===== src/rtl/keypad_scan_decoder_pkg.sv =====
// keypad_pkg: shared state/class encodings, code constants and key-code mapping
package keypad_pkg;

    typedef enum logic [1:0] {S_IDLE, S_DEBOUNCE, S_PRESSED, S_RELEASE} state_t;
    typedef enum logic [1:0] {CL_NONE, CL_SINGLE, CL_MULTI} class_t;

    localparam int NO_KEY_DEF = 41;
    localparam int STAR       = 10;
    localparam int HASH       = 11;

    // r counts rows from the top, c counts columns from the left
    function automatic int code_of(input int r, input int c, input int cols, input bit phone);
        if (!phone) return r * cols + c;
        if (r < 3) return r * 3 + c + 1;
        return (c == 0) ? STAR : ((c == 1) ? 0 : HASH);
    endfunction

endpackage


===== src/rtl/keypad_scan_decoder_if.sv =====
// keypad_scan_decoder_if: keypad lines and decoded key outputs
interface keypad_scan_decoder_if #(
    parameter int ROWS   = 4,
    parameter int COLS   = 3,
    parameter int CODE_W = 6
);
    logic [ROWS-1:0]   filas;
    logic [COLS-1:0]   columnas;
    logic [CODE_W-1:0] num;
    logic              key_valid;
    logic              key_release;
    logic              key_held;
    logic              multi_key;

    modport master (input filas, output columnas, num, key_valid, key_release, key_held, multi_key);
    modport slave  (output filas, input columnas, num, key_valid, key_release, key_held, multi_key);
endinterface


===== src/rtl/keypad_scan_decoder_col_scanner.sv =====
// keypad_col_scanner: column ring with per-slot sample and end-of-frame strobes
module keypad_col_scanner #(
    parameter int COLS     = 3,
    parameter int SCAN_DIV = 4,
    localparam int CI_W    = (COLS > 1) ? $clog2(COLS) : 1,
    localparam int SL_W    = $clog2(SCAN_DIV)
) (
    input  logic            clk1k,
    input  logic            rst,
    output logic [COLS-1:0] o_columnas,
    output logic [CI_W-1:0] o_col,
    output logic            o_sample,
    output logic            o_frame_end
);
    localparam logic [COLS-1:0] LEFT = 1 << (COLS - 1);

    logic [SL_W-1:0] r_slot;
    logic [CI_W-1:0] r_col;

    // advance the slot counter; step to the next column when a slot completes
    always_ff @(posedge clk1k or posedge rst) begin
        if (rst) begin
            r_slot <= '0;
            r_col  <= '0;
        end else if (o_sample) begin
            r_slot <= '0;
            r_col  <= (r_col == CI_W'(COLS - 1)) ? '0 : r_col + CI_W'(1);
        end else begin
            r_slot <= r_slot + SL_W'(1);
        end
    end

    assign o_sample    = r_slot == SL_W'(SCAN_DIV - 1);
    assign o_frame_end = o_sample && r_col == CI_W'(COLS - 1);
    assign o_col       = r_col;
    assign o_columnas  = LEFT >> r_col;

endmodule


===== src/rtl/keypad_scan_decoder.sv =====
// keypad_scan_decoder: scans the matrix, debounces whole frames and emits key codes
module keypad_scan_decoder
    import keypad_pkg::*;
#(
    parameter int ROWS      = 4,
    parameter int COLS      = 3,
    parameter int SCAN_DIV  = 4,
    parameter int DEBOUNCE  = 3,
    parameter int CODE_W    = 6,
    parameter int NO_KEY    = NO_KEY_DEF,
    parameter bit PHONE_MAP = 1'b1
) (
    input logic            clk1k,
    input logic            rst,
    keypad_scan_decoder_if.master bus
);
    localparam int CI_W = (COLS > 1) ? $clog2(COLS) : 1;
    localparam int RI_W = (ROWS > 1) ? $clog2(ROWS) : 1;
    localparam int CN_W = $clog2(DEBOUNCE + 1);

    logic [CI_W-1:0]            w_col;
    logic                       w_sample;
    logic                       w_frame_end;
    logic [ROWS-1:0]            r_sync1, r_sync2;
    logic [COLS-1:0][ROWS-1:0]  r_img;
    logic [COLS-1:0][ROWS-1:0]  w_frame;
    logic                       w_any, w_many;
    logic [RI_W-1:0]            w_kr, r_cand_r, w_cand_r_nx;
    logic [CI_W-1:0]            w_kc, r_cand_c, w_cand_c_nx;
    class_t                     w_class;
    state_t                     r_state, w_state_nx;
    logic [CN_W-1:0]            r_cnt, w_cnt_nx;
    logic                       w_same, w_last, w_acc_p, w_acc_r;
    logic [CODE_W-1:0]          r_num, w_code;
    logic                       r_key_valid, r_key_release, r_multi;

    keypad_col_scanner #(.COLS(COLS), .SCAN_DIV(SCAN_DIV)) u_scan (
        .clk1k       (clk1k),
        .rst         (rst),
        .o_columnas  (bus.columnas),
        .o_col       (w_col),
        .o_sample    (w_sample),
        .o_frame_end (w_frame_end)
    );

    // two-flop row synchroniser and per-column frame image
    always_ff @(posedge clk1k or posedge rst) begin
        if (rst) begin
            r_sync1 <= '0;
            r_sync2 <= '0;
            r_img   <= '0;
        end else begin
            r_sync1 <= bus.filas;
            r_sync2 <= r_sync1;
            if (w_sample) r_img[w_col] <= r_sync2;
        end
    end

    // classify the frame, splicing in the column being sampled this cycle
    always_comb begin
        w_any  = 1'b0;
        w_many = 1'b0;
        w_kr   = '0;
        w_kc   = '0;
        for (int c = 0; c < COLS; c++) begin
            w_frame[c] = (CI_W'(c) == w_col) ? r_sync2 : r_img[c];
            for (int b = 0; b < ROWS; b++) begin
                if (w_frame[c][b]) begin
                    w_many = w_many | w_any;
                    w_any  = 1'b1;
                    w_kr   = RI_W'(ROWS - 1 - b);
                    w_kc   = CI_W'(c);
                end
            end
        end
        w_class = w_many ? CL_MULTI : (w_any ? CL_SINGLE : CL_NONE);
    end

    assign w_same = w_class == CL_SINGLE && w_kr == r_cand_r && w_kc == r_cand_c;
    assign w_last = int'(r_cnt) + 1 >= DEBOUNCE;
    assign w_code = CODE_W'(code_of(int'(w_kr), int'(w_kc), COLS, PHONE_MAP));

    // debounce FSM next state, evaluated only on frame boundaries
    always_comb begin
        w_state_nx  = r_state;
        w_cnt_nx    = r_cnt;
        w_cand_r_nx = r_cand_r;
        w_cand_c_nx = r_cand_c;
        w_acc_p     = 1'b0;
        w_acc_r     = 1'b0;
        if (w_frame_end) begin
            case (r_state)
                S_IDLE: if (w_class == CL_SINGLE) begin
                    w_cand_r_nx = w_kr;
                    w_cand_c_nx = w_kc;
                    w_cnt_nx    = CN_W'(1);
                    w_state_nx  = (DEBOUNCE == 1) ? S_PRESSED : S_DEBOUNCE;
                    w_acc_p     = DEBOUNCE == 1;
                end
                S_DEBOUNCE: if (!w_same) begin
                    w_state_nx = S_IDLE;
                end else if (w_last) begin
                    w_state_nx = S_PRESSED;
                    w_acc_p    = 1'b1;
                end else begin
                    w_cnt_nx = r_cnt + CN_W'(1);
                end
                S_PRESSED: if (w_class == CL_NONE) begin
                    w_cnt_nx   = CN_W'(1);
                    w_state_nx = (DEBOUNCE == 1) ? S_IDLE : S_RELEASE;
                    w_acc_r    = DEBOUNCE == 1;
                end
                S_RELEASE: if (w_class != CL_NONE) begin
                    w_state_nx = S_PRESSED;
                    w_cnt_nx   = '0;
                end else if (w_last) begin
                    w_state_nx = S_IDLE;
                    w_acc_r    = 1'b1;
                end else begin
                    w_cnt_nx = r_cnt + CN_W'(1);
                end
                default: w_state_nx = S_IDLE;
            endcase
        end
    end

    // state, candidate and registered outputs; strobes last one cycle
    always_ff @(posedge clk1k or posedge rst) begin
        if (rst) begin
            r_state       <= S_IDLE;
            r_cnt         <= '0;
            r_cand_r      <= '0;
            r_cand_c      <= '0;
            r_num         <= CODE_W'(NO_KEY);
            r_key_valid   <= 1'b0;
            r_key_release <= 1'b0;
            r_multi       <= 1'b0;
        end else begin
            r_state       <= w_state_nx;
            r_cnt         <= w_cnt_nx;
            r_cand_r      <= w_cand_r_nx;
            r_cand_c      <= w_cand_c_nx;
            r_key_valid   <= w_acc_p;
            r_key_release <= w_acc_r;
            r_multi       <= w_frame_end && w_class == CL_MULTI;
            if (w_acc_p) r_num <= w_code;
            else if (w_acc_r) r_num <= CODE_W'(NO_KEY);
        end
    end

    assign bus.num         = r_num;
    assign bus.key_valid   = r_key_valid;
    assign bus.key_release = r_key_release;
    assign bus.key_held    = r_state == S_PRESSED || r_state == S_RELEASE;
    assign bus.multi_key   = r_multi;

endmodule


===== src/flat_wrapper.sv =====
// flat-port wrapper written by rule: the top's interface ports become plain ports
module keypad_scan_decoder_flat import keypad_pkg::*;
#(
    parameter int ROWS      = 4,
    parameter int COLS      = 3,
    parameter int SCAN_DIV  = 4,
    parameter int DEBOUNCE  = 3,
    parameter int CODE_W    = 6,
    parameter int NO_KEY    = NO_KEY_DEF,
    parameter bit PHONE_MAP = 1'b1
)
  (clk1k, rst, bus_filas, bus_columnas, bus_num, bus_key_valid, bus_key_release, bus_key_held, bus_multi_key);
  keypad_scan_decoder_if #(.ROWS(ROWS), .COLS(COLS), .CODE_W(CODE_W)) bus_i ();
  input logic clk1k;
  input logic rst;
  input wire logic [$bits(bus_i.filas)-1:0] bus_filas;
  output wire logic [$bits(bus_i.columnas)-1:0] bus_columnas;
  output wire logic [$bits(bus_i.num)-1:0] bus_num;
  output wire logic [$bits(bus_i.key_valid)-1:0] bus_key_valid;
  output wire logic [$bits(bus_i.key_release)-1:0] bus_key_release;
  output wire logic [$bits(bus_i.key_held)-1:0] bus_key_held;
  output wire logic [$bits(bus_i.multi_key)-1:0] bus_multi_key;
  assign bus_i.filas = bus_filas;
  assign bus_columnas = bus_i.columnas;
  assign bus_num = bus_i.num;
  assign bus_key_valid = bus_i.key_valid;
  assign bus_key_release = bus_i.key_release;
  assign bus_key_held = bus_i.key_held;
  assign bus_multi_key = bus_i.multi_key;
  keypad_scan_decoder #(.ROWS(ROWS), .COLS(COLS), .SCAN_DIV(SCAN_DIV), .DEBOUNCE(DEBOUNCE), .CODE_W(CODE_W), .NO_KEY(NO_KEY), .PHONE_MAP(PHONE_MAP)) u_core (.clk1k(clk1k), .rst(rst), .bus(bus_i));
endmodule

===== config.mk =====
export PLATFORM = sky130hd
export DESIGN_NAME = keypad_scan_decoder_flat
export DESIGN_NICKNAME = d
export VERILOG_FILES = /design/src/rtl/keypad_scan_decoder_pkg.sv /design/src/rtl/keypad_scan_decoder_if.sv /design/src/rtl/keypad_scan_decoder_col_scanner.sv /design/src/rtl/keypad_scan_decoder.sv /design/src/flat_wrapper.sv
export SDC_FILE = /design/constraint.sdc
export NUM_CORES = 1
export LEC_CHECK = 0
export CORE_ASPECT_RATIO = 0.75
export CORE_UTILIZATION = 52
export DETAILED_ROUTE_END_ITERATION = 6
export PLACE_DENSITY_LB_ADDON = 0.2
export SYNTH_ARGS = -nofsm -noshare
export SYNTH_HDL_FRONTEND = slang
export SYNTH_SLANG_ARGS = --single-unit

===== constraint.sdc =====
create_clock -name clk1k -period 3 [get_ports clk1k]
set_input_delay 0.3 -clock clk1k [delete_from_list [all_inputs] [get_ports clk1k]]
set_output_delay 0.3 -clock clk1k [all_outputs]
set_load 0.02 [all_outputs]

Word-level counts from Yosys, hierarchy flattened
Cells that the tools add are included.

ROM bits: 0. Input port bits: 6. Memories kept: 0. Logic and storage cells: 148. Register bits after elaboration: 41. RAM bits: 0. Latch bits: 0. Output and inout port bits: 13.

Shift operators: 1. $add $sub $neg: 6. Bitwise gates (word level): 10. Div/mod/pow operators: 0. Multiplexer cells: 79. Multipliers: 1. Eq/ne operators: 17. $lt $le $gt $ge: 4. Reductions and logical operators: 15.

Operator list (number): 2-bit 2-to-1 mux (29); 1-bit 2-to-1 mux (36); 32-bit by 3-bit greater-or-equal comparator with 1-bit output (second input constant) (1); 6-bit 2-to-1 mux (5); 4-bit 2-to-1 mux (5); 2-bit one-hot mux with 4 select lines (2); 12-bit bitwise mux (1); 2-bit equality test (second input constant) (6); 1-bit OR (10); 4-bit demux with 2-bit select (1); 2-bit logical NOT (4); 2-bit by 1-bit adder with 2-bit output (second input constant) (3); 6-bit by 2-bit adder with 6-bit output (second input constant) (1); 2-bit by 1-bit inequality test with 1-bit output (second input constant) (3); 4-bit by 2-bit adder with 5-bit output (1); 1-bit logical AND (5); 5-bit AND reduction (1); 2-bit by 1-bit equality test with 1-bit output (second input constant) (2); 2-bit equality test (2); 2-bit by 2-bit multiplier with 4-bit output (second input constant) (1); 4-bit AND reduction (1); 2-bit nonzero test (2); 2-bit by 1-bit adder with 3-bit output (second input constant) (1); 2-bit by 3-bit < comparator with 1-bit output (second input constant) (1); 9 further kinds (9).

Longest topological paths before layout
Depth after elaboration: 32. Gate-level depth with buffers: 16.

Modules after synthesis
Synthesis repeated with hierarchy kept, for this count alone.

Cells, all modules: 243. Area total of the unflattened synthesis: 2553.7 um^2.

Modules (own cells, without submodules): keypad_scan_decoder (cells each 228, times used 1, sequential area each 904.6 um^2, area an instance 2364.8 um^2); keypad_col_scanner (cells each 15, times used 1, sequential area each 100.1 um^2, area an instance 188.9 um^2).

Worst setup path before layout
OpenSTA, ideal clock, no wires.

Kind: register to register. From: register u_core.u_scan.r_col[1] (netlist: u_core.u_scan.o_col[1]). To: register u_core.r_num[3] (netlist: u_core.bus.num[3]). Cell stages (with the launch flop): 15. Clock period less this slack: 3216 ps. Setup time: 82 ps. Arrival: 3134 ps. Slack: -216 ps. Cells stage by stage: dfrtp_1 buf_4 nor2b_4 buf_6 mux2i_1 nor3_1 a21oi_1 fa_1 ha_1 inv_1 fa_1 nor2_1 xnor2_1 o21ai_0 a22oi_1.

RTL lines: start, declared (line keypad_scan_decoder_col_scanner.sv:18) `logic [CI_W-1:0] r_col;`; start signal, assigned (line keypad_scan_decoder_col_scanner.sv:27) `r_col <= (r_col == CI_W'(COLS - 1)) ? '0 : r_col + CI_W'(1);`; 2-bit logical NOT (line keypad_scan_decoder.sv:66) `w_frame[c] = (CI_W'(c) == w_col) ? r_sync2 : r_img[c];`; 4-bit 2-to-1 mux (line keypad_scan_decoder.sv:66); 2-bit 2-to-1 mux (11 in series) (line keypad_scan_decoder.sv:68) `if (w_frame[c][b]) begin`; 2-bit 2-to-1 mux * (line keypad_scan_decoder.sv:68); net u_core.w_kr[0] (line keypad_scan_decoder.sv:28) `logic [RI_W-1:0] w_kr, r_cand_r, w_cand_r_nx;`; parallel branches: the longest is 7 deep, another holds 6-bit by 2-bit adder with 6-bit output; end signal, assigned (line keypad_scan_decoder.sv:134) `r_num <= CODE_W'(NO_KEY);`; end signal, assigned (line keypad_scan_decoder.sv:146) `if (w_acc_p) r_num <= w_code;`; end signal, assigned (line keypad_scan_decoder.sv:147) `else if (w_acc_r) r_num <= CODE_W'(NO_KEY);`; end, declared (line keypad_scan_decoder.sv:34) `logic [CODE_W-1:0] r_num, w_code;`.

Mark *: on every way through the listed nets, which the timed path passes. A chain may end at the register's enable or synchronous reset.

Worst setup path in the final report
From: register u_core.u_scan.r_col[0] (netlist: u_core.u_scan.o_col[0]). To: register u_core.r_num[3] (netlist: u_core.bus.num[3]).

Same word-level chain as after synthesis.

==> flow_summary_export.csv <==
group,metric,value,unit
routing,dr.pass1.iters,4,
sta,post-route-period-util,103,%
clocking,cts_max_level,2,
place,port_buffers,18,
place,gp_congestion,0.901,
routing,vias,1864,
synth,synth_nets,243,
global_routing,first_global_vias,1789,
finish,drive_gt1_share,35.0,%
synth,syn_area_per_cell,10.5,sq um
setup_path,cp_common_cell,"fa_1",
synth,synth_flop_cell,"dfrtp_1",
synth,synthDistinctLibCells,56,
synth,synthesis.instances,227,
sta,grt_setup_unrepaired,"true",
clocking,cts.clk_slew.worst_paths,0.08,ns
setup_path,critical_path.top_delay_family,"adder cells",
floorplan,core,4230,sq um
clocking,hold_buffers,0,
min_path,hold_path_end,"u_core.r_sync2[2]",
sta,period_minus_slack,3.10,ns
power_and_ir_drop,p_per_area,353,nW/um^2
finish,antenna_cells,0,
routing,met2_length,2280,um
sta,hold_viol,0,
clocking,clock_latency,0.30,ns
setup_path,required,3.22,ns
sta,max_slew_margin,66.3,%
sta,setup_viol,3,
routing,maxUsedRoutingLayer,"met4",
sta,max_freq,0.323,GHz
clocking,max-clock-path-buffers,2,
synth,synth_edf_count,0,
setup_path,start_kind,"flip-flop",
routing,dr.first_iter.drc_count,114,
place,placed_area,2870,sq um
floorplan,die-area,4860,sq um
min_path,holdPathStages,0,
setup_path,rr_worst_depth,13,
setup_path,ff2ff_setup_slack,-0.1,ns
run_status,violations,"negative setup slack",
min_path,hold_start,"u_core.r_sync1[2]",
clocking,numCtsBuffers,5,
global_routing,antenna_found_initial,0,
routing,wire_per_inst,15.4,um
finish,nets,298,
setup_path,reg2reg_to,"u_core.bus.num[3]",
floorplan,io-pin-count,19,
flow_run,max_cap_violations,0,
synth,yosysMostFrequentCell,"dfrtp_1",
routing,routed_via_density,5.51,
routing,drcViolationCount,0,
setup_path,critPathMaxFanout,6,
floorplan,initial_utilization,56.3,%
clocking,cts_root_buffer,"clkbuf_8",
global_routing,grt_pass1_wl,8480,um
setup_path,critPathBufInv,2,
routing,drt-met1-wl,2580,um
global_routing,grt_overflow,0,
synth,yosysSeqAreaShare,43.2,%
routing,wl_met3,281,um
setup_path,worstReg2RegStart,"u_core.u_scan.o_col[0]",
sta,finalMaxSlewViolations,0,
synth,synth_top_area_share,39.9,%
synth,netlist_top_cells_count,"dfrtp_1, nor2_1, inv_1, mux2_2, nand2_1",
run_status,status,"complete, but fails checks",
synth,ys_ff_latch,41,
synth,async_reset_ff_share,100,%
sta,clock_skew,0.00620,ns
finish,area_growth,29.0,%
finish,n_fill_cell,319,
floorplan,fp-row-count,20,
routing,wirelength,5210,um
synth,syn_area,2380,sq um
place,dpl.hpwl,3750,um
clocking,cts_tree,"built",
setup_path,crit_chain,"nor2b_4 > buf_4 > mux2i_4 > nand2b_1 > o211a_1 > fa_1 > ha_2 > inv_2 > fa_1 > nor2_2 > xnor2_1 > o21ai_1 > a22oi_1",
global_routing,grt_max_degree,42,
finish,ff_latch_area,1030,sq um
finish,fin_area,3070,sq um
synth,yosys_warnings,0,
sta,setup_slack,-0.0976,ns
clocking,cts_sinks,41,
setup_path,slowest_delay,0.49,ns
sta,max_slew.worst_pin.slew,0.505,ns
global_routing,grt_usage,23.9,%
routing,ant_nets,0,
power_and_ir_drop,max-vdd-ir-drop,0.349,mV
setup_path,critPathCaptureType,"flip-flop",
floorplan,fp.dieW,80.2,um
synth,yosysTopAreaCell,"dfrtp_1",
floorplan,die_y,60.6,um
synth,ys_top_cells_by_area,"dfrtp_1, mux2_2, nor2_1",
setup_path,path_class,"flip-flop to flip-flop",
setup_path,crit_slowest_cell,"fa_1",
finish,multi_input_area,1320,sq um
setup_path,crit_arrival,3.32,ns
min_path,hp-class,"flip-flop to flip-flop",
finish,fin_util,72.7,%
power_and_ir_drop,p_leak,1.31,nW
==> how the worst max path moves through the flow <==
stage	slack [ns]	endpoint	from	depth (start not counted)
floorplan	-0.16	u_core.bus.num[3]	u_core.u_scan.o_col[0]	13
global placement	-0.02	u_core.bus.num[2]	u_core.u_scan.o_col[1]	12
detailed placement	-0.1	u_core.bus.num[3]	u_core.u_scan.o_col[1]	13
CTS	-0.10	u_core.bus.num[3]	u_core.u_scan.o_col[1]	13
global route	-0.20	u_core.bus.num[3]	u_core.u_scan.o_col[1]	13
finish	-0.1	u_core.bus.num[3]	u_core.u_scan.o_col[0]	13
==> kinds of logic (layout without fill, tap and decap cells) <==
logic type	after synthesis	count (layout)	synth area share [%]
mux	32	32	15.1
simple gates	74	74	17.3
compound gates	39	39	11.9
flops	41	41	43.2
buf+inv	27	83	5.09
fa+ha+maj	10	10	5.88
xor+xnor	4	4	1.47
==> cells in the final DEF (no fill, tap or decap), types with 3 or more instances in the layout <==
cell / count
mux2_2: 13
mux2i_1: 8
a22oi_1: 3
nor2_1: 25
dfstp_2: 3
or3_1: 3
nand2b_1: 6
nor3_1: 4
nand2_1: 12
mux2_4: 3
inv_2: 3
clkbuf_8: 5
dfrtp_1: 36
a21oi_1: 5
o21ai_0: 6
inv_1: 14
nor2b_1: 3
clkdlybuf4s50_1: 18
nor2_4: 3
ha_1: 7
buf_6: 4
buf_4: 36
mux2_1: 4
xnor2_1: 4
==> flip-flops by register name, indices dropped and copies added (netlist names), 2 cells and up <==
register and cells:
u_core.bus.num 6, u_core.r_cand_c 2, u_core.r_cand_r 2, u_core.r_cnt 2, u_core.r_img 12, u_core.r_state 2
u_core.r_sync1 4, u_core.r_sync2 4, u_core.u_scan.o_col 2, u_core.u_scan.r_slot 2
==> power by group <==
group	switching, mW	total [mW]	internal (mW)
combinational	0.0707	0.138	0.0677
sequential	0.0173	0.583	0.566
clock	0.200	0.364	0.165
total	0.288	1.09	0.799
==> final cells by class <==
class / instances / share of cell area (%)
Clock inverter: 3 / 0.733
Tap cell: 55 / 2.24
Timing Repair Buffer: 58 / 16.1
Sequential cell: 41 / 33.6
Multi-Input combinational cell: 159 / 43.0
Inverter: 17 / 2.08
Clock buffer: 5 / 2.24
==> routing by layer <==
layer	vias up	track usage, %
li1	906	-
met1	906	35.0
met2	42	35.4
met3	10	5.11
met4	0	8.42
met5	-	0
==> metrics by stage <==
step           hold WS, ns  setup slack [ns]  setup TNS (ns)  total power, mW  cells
2_1_floorplan        0.331            -0.160          -0.217            0.673    227
4_1_cts              0.354            -0.100          -0.254             1.09    335
3_5_place_dp         0.335           -0.0959          -0.180            0.722    325
5_1_grt              0.360            -0.201          -0.534             1.14    338
6_report             0.352           -0.0976          -0.173             1.09    338
3_3_place_gp         0.333           -0.0208         -0.0403            0.720    325
==> repair_timing <==
item	in CTS	in global routing
gates resized for setup	6	12
pin swaps	5	5
buffers inserted	2	3
setup endpoints to repair	3	9
(Power assumes the default switching activity.)
